### src/rtl/moore_seq_detector.sv
// Serial sequence detector with registered (Moore) match output.
// Supports overlap policy, sticky/pulse output, sample enable and saturating match count.
module moore_seq_detector #(
    parameter int unsigned    LEN     = 4,
    parameter logic [LEN-1:0] PATTERN = 4'b1101,
    parameter bit             OVERLAP = 1'b1,
    parameter bit             STICKY  = 1'b0,
    parameter int unsigned    CNT_W   = 8
) (
    input  logic             Clock,
    input  logic             R,
    input  logic             w,
    input  logic             en,
    input  logic             clr,
    output logic             Z,
    output logic [CNT_W-1:0] match_count
);

    localparam int unsigned FILL_W = $clog2(LEN + 1);
    localparam logic [FILL_W-1:0] FILL_FULL = FILL_W'(LEN);

    logic [LEN-1:0]    hist_q, hist_d;
    logic [FILL_W-1:0] fill_q, fill_d;
    logic [CNT_W-1:0]  cnt_q, cnt_d;
    logic              z_q, z_d;

    // Shift the new bit in as the LSB; the extended vector keeps LEN=1 legal.
    logic [LEN:0]      hist_ext;
    logic [LEN-1:0]    hist_sh;
    logic [FILL_W-1:0] fill_inc;
    logic              match;

    assign hist_ext = {hist_q, w};
    assign hist_sh  = hist_ext[LEN-1:0];
    assign fill_inc = (fill_q == FILL_FULL) ? fill_q : fill_q + 1'b1;

    // Next-state: clear beats enable; a match only counts once LEN real samples exist.
    always_comb begin
        hist_d = hist_q;
        fill_d = fill_q;
        cnt_d  = cnt_q;
        z_d    = STICKY ? z_q : 1'b0;
        match  = 1'b0;
        if (clr) begin
            hist_d = '0;
            fill_d = '0;
            cnt_d  = '0;
            z_d    = 1'b0;
        end else if (en) begin
            hist_d = hist_sh;
            fill_d = fill_inc;
            match  = (fill_inc == FILL_FULL) && (hist_sh == PATTERN);
            if (match) begin
                if (cnt_q != {CNT_W{1'b1}}) begin
                    cnt_d = cnt_q + 1'b1;
                end
                if (!OVERLAP) begin
                    hist_d = '0;
                    fill_d = '0;
                end
            end
            z_d = STICKY ? (z_q | match) : match;
        end
    end

    // State registers with asynchronous active-high reset.
    always_ff @(posedge Clock or posedge R) begin
        if (R) begin
            hist_q <= '0;
            fill_q <= '0;
            cnt_q  <= '0;
            z_q    <= 1'b0;
        end else begin
            hist_q <= hist_d;
            fill_q <= fill_d;
            cnt_q  <= cnt_d;
            z_q    <= z_d;
        end
    end

    assign Z           = z_q;
    assign match_count = cnt_q;

endmodule

### config.mk
export PLATFORM = sky130hd
export DESIGN_NAME = moore_seq_detector
export DESIGN_NICKNAME = d
export VERILOG_FILES = /design/src/rtl/moore_seq_detector.sv
export SDC_FILE = /design/constraint.sdc
export NUM_CORES = 1
export LEC_CHECK = 0
export BUFFER_PORTS_ARGS = -buffer_cell sky130_fd_sc_hd__buf_2
export CAP_MARGIN = 25
export CORE_MARGIN = 2
export CORE_UTILIZATION = 45
export CTS_BUF_LIST = sky130_fd_sc_hd__clkbuf_4 sky130_fd_sc_hd__clkbuf_8
export DETAILED_ROUTE_END_ITERATION = 10
export MAX_ROUTING_LAYER = met4
export PLACE_DENSITY = 0.66
export SETUP_SLACK_MARGIN = 0.3
export SYNTH_ARGS = -nofsm -noshare
export SYNTH_HDL_FRONTEND = slang
export SYNTH_SLANG_ARGS = --single-unit
### constraint.sdc
create_clock -name Clock -period 2.7 [get_ports Clock]
set_input_delay 0.27 -clock Clock [delete_from_list [all_inputs] [get_ports Clock]]
set_output_delay 0.27 -clock Clock [all_outputs]
set_load 0.01 [all_outputs]
==> out/qor.log <==
INFO  timing         final.setup_skew=0.002303ns
INFO  worst_setup_path r2r_cells=6
INFO  yosys          synthMostInstantiatedCell=dfrtp_1
INFO  timing         fin_tns_setup=0ns
INFO  route          routed-via-count=705
INFO  place          dp.cells=126
INFO  timing         finalSetupViolCount=0
INFO  floorplan      pin_count=14
INFO  yosys          post_synth_and_or_nand_nor_area_fraction=0.2539
INFO  yosys          async_flop_share=1.000
INFO  yosys          yosysWarningCount=0
INFO  route          postRouteAntennaNets=0
INFO  clock_tree     clockRootBuffer=clkbuf_4
INFO  yosys          synth_flop_cell=dfrtp_1
INFO  floorplan      std_cell_rows=16
INFO  hold_path      min_path_type=primary input to async pin
INFO  worst_setup_path worstPathArrival=2.25ns
INFO  floorplan      core-area=1902µm²
INFO  clock_tree     cts.htree.levels=1
INFO  power          cellLeakagePower=0.4616nW
INFO  place          placement.io_buffers=13
INFO  timing         grt_setup_unrepaired=no
INFO  yosys          synth_top_cells_by_count=dfrtp_1 (15), nor2_1 (10), nor2b_1 (6), nor4_1 (6)
INFO  worst_setup_path critical-path-top-delay-family=simple AND/OR/NAND/NOR gates
INFO  clock_tree     ctsLongestPathBuffers=2
INFO  floorplan      die_area=2343µm²
INFO  timing         period_minus_slack=2.081ns
INFO  worst_setup_path classification_of_the_worst_setup_path=flip-flop to flip-flop
INFO  timing         layout_worst_path_cycle_share=0.7708
INFO  global_routing grt_first_pass_wirelength=3015µm
INFO  flow_run       cap_violations=0
INFO  worst_setup_path slowest_stage_cell_cp=a211o_1
INFO  worst_setup_path critPathLaunch=fill_q[0]
INFO  layout         post_route_non_filler_standard_cell_count=130
INFO  layout         synthToLayoutAreaGrowth=11.85%
INFO  global_routing grt_overflow_total=0
INFO  yosys          synthCells=90
INFO  floorplan      die_height=48.40µm
INFO  timing         max_freq=480.5MHz
INFO  place          gpl.final_weighted_congestion=0.7764
INFO  yosys          synth.area.mux_share=0.1241
INFO  yosys          yosysTopAreaCell=dfrtp_1
INFO  clock_tree     clock_latency=0.28ns
INFO  yosys          synth-edff-count=0
INFO  yosys          synth.area.top_cells=dfrtp_1 (42%), mux2_2 (6.3%), mux2i_1 (4.5%)
INFO  worst_setup_path worst_ep_required_time=2.87ns
INFO  timing         finalHoldViolations=0
INFO  layout         post_route_cells_drive_above_1_share=0.2427
INFO  worst_setup_path critPathMaxFanout=10
INFO  route          wirelength=1749µm
INFO  yosys          post_synth_instance_area=887.1µm²
INFO  yosys          yosys.area_share.adder=0.04231
INFO  yosys          synth.yosys.seq_area_share=0.4231
INFO  clock_tree     cts-resized-gates=0
INFO  worst_setup_path critical_path_cell_count=6
INFO  route          wire_per_inst=13.45µm
INFO  clock_tree     postCtsHoldBufs=0
INFO  route          drt-pass1-iter-count=4
INFO  worst_setup_path worst_setup_path_end_kind=flip-flop
INFO  clock_tree     cts_made_buffers=3
INFO  worst_setup_path crit_path_max_incr_delay=0.42ns
INFO  clock_tree     cts_sinks=15
INFO  worst_setup_path rr_startpoint=fill_q[0]
INFO  route          viasPerCell=5.423
INFO  yosys          synth.ff_latch_count=15
INFO  yosys          syn-num-nets=98
INFO  yosys          share_of_the_synthesized_area_in_compound_gates_ao_oa_aoi_oai=0.1030
INFO  yosys          synth-xor-area-share=0.009873
INFO  run_status     run_status=finished, final reports clean
INFO  worst_setup_path crit_path_start_kind=flip-flop
INFO  worst_setup_path critical_path.n_buffers_inverters=1
INFO  clock_tree     worst_setup_hold_path_clk_slew=0.09ns
INFO  global_routing grt_max_degree=22
INFO  timing         worst_slew_margin_relative_to_its_limit=0.6003
INFO  power          vdd_ir_drop_max=313.6µV
INFO  global_routing antenna_found_initial=0
INFO  floorplan      chipWidth=48.40µm
INFO  worst_setup_path cp_cell_sequence=inv_1, ha_1, nor2b_4, a211o_1, nor4_1, mux2_2
INFO  yosys          largest_family_of_logic_cells_by_synthesized_area=simple AND/OR/NAND/NOR gates
INFO  power          power.density_cell_area=422.5nW/µm²
INFO  clock_tree     cts_tree=yes
INFO  route          detail_route.drc_violations=0
INFO  yosys          ys_types=31
INFO  floorplan      initial_utilization=0.4664
INFO  global_routing grtUsageTotal=0.1713
INFO  global_routing first_global_vias=673
INFO  timing         final_max_slew_viol_count=0
INFO  timing         worst-slew-pin-transition=0.5879ns
INFO  place          place_hpwl=1257µm
INFO  clock_tree     cts_setup_buffers=0
INFO  yosys          netlist.area_leader.share=0.4231
INFO  yosys          syn_area_per_cell=9.857µm²
INFO  layout         layout.nets=112
INFO  route          detail_route.iter0.violations=13
INFO  layout         antenna_cells=0
-- cells in the final DEF (no fill, tap or decap), types with 4 or more instances in the layout --
cell,instances
dfrtp_1,15
buf_2,13
nor2_1,10
nor2b_1,6
nor4_1,6
nand2_1,5
mux2_2,5
mux2i_1,4
inv_1,4
clkbuf_4,4
-- state kept, by name, indices dropped and copies added, names as in the netlist --
name and flops:
fill_q 3, match_count 8, Z 1, hist_q 3
-- cell type report --
| cell class | instances | area, µm² |
|---|---|---|
| flip-flops and latches | 15 | 375.4 |
| inverters | 4 | 15.01 |
| repair buffers | 13 | 65.06 |
| clock buffers | 4 | 30.03 |
| multi-input cells | 67 | 473.0 |
| well taps | 27 | 33.78 |
| fillers | 182 | 909.6 |
-- cells by family (layout without fill, tap and decap cells) --
kind of cell             after synthesis  in the layout
XOR/XNOR                               1              1
multiplexers                          10             10
AO/OA/AOI/OAI                         13             13
buffers and inverters                  8             21
flip-flops                            15             15
AND/OR/NAND/NOR                       40             40
adder cells (fa/ha/maj)                3              3
-- where the power goes --
part	switching [W]	internal (W)
Clock	0.0000708	0.0000674
Sequential	0.00000453	0.000229
Combinational	0.0000317	0.0000157
Total	0.000107	0.000312
-- per-layer routing --
| metal | GRT usage | up-vias | share of wire |
|---|---|---|---|
| met1 | 0.2124 | 338 | 0.50 |
| li1 | - | 350 | - |
| met3 | 0.06790 | 2 | 0.055 |
| met4 | 0.04286 | 0 | 0.0069 |
| met5 | - | - | 0 |
| met2 | 0.2639 | 15 | 0.44 |
-- path summary, 6_finish.rpt --
kind | end | slack, ns
min reg2reg | hist_q[2] | 0.54
max in group asynchronous | match_count[6] | 2.29
max reg2reg | match_count[5] | 0.62
min | match_count[0] | 0.03
max | match_count[5] | 0.62
min in group Clock | hist_q[0] | 0.29
-- per-stage QoR --
stage | total power [W] | hold slack (ns) | area (µm²) | setup WS, ns | utilization
floorplan | 0.0002733 | 0.1715 | 887.1 | 0.8072 | -
global placement | 0.0002822 | 0.3613 | 962.2 | 0.6999 | 0.5059
detailed placement | 0.0002847 | 0.3522 | 962.2 | 0.6333 | 0.5059
CTS | 0.0004217 | 0.03646 | 992.2 | 0.6116 | 0.5217
global route | 0.0004475 | 0.07057 | 992.2 | 0.4815 | 0.5217
finish | 0.0004192 | 0.03127 | 992.2 | 0.6189 | 0.5217
Power figures use the tool's default switching activity.
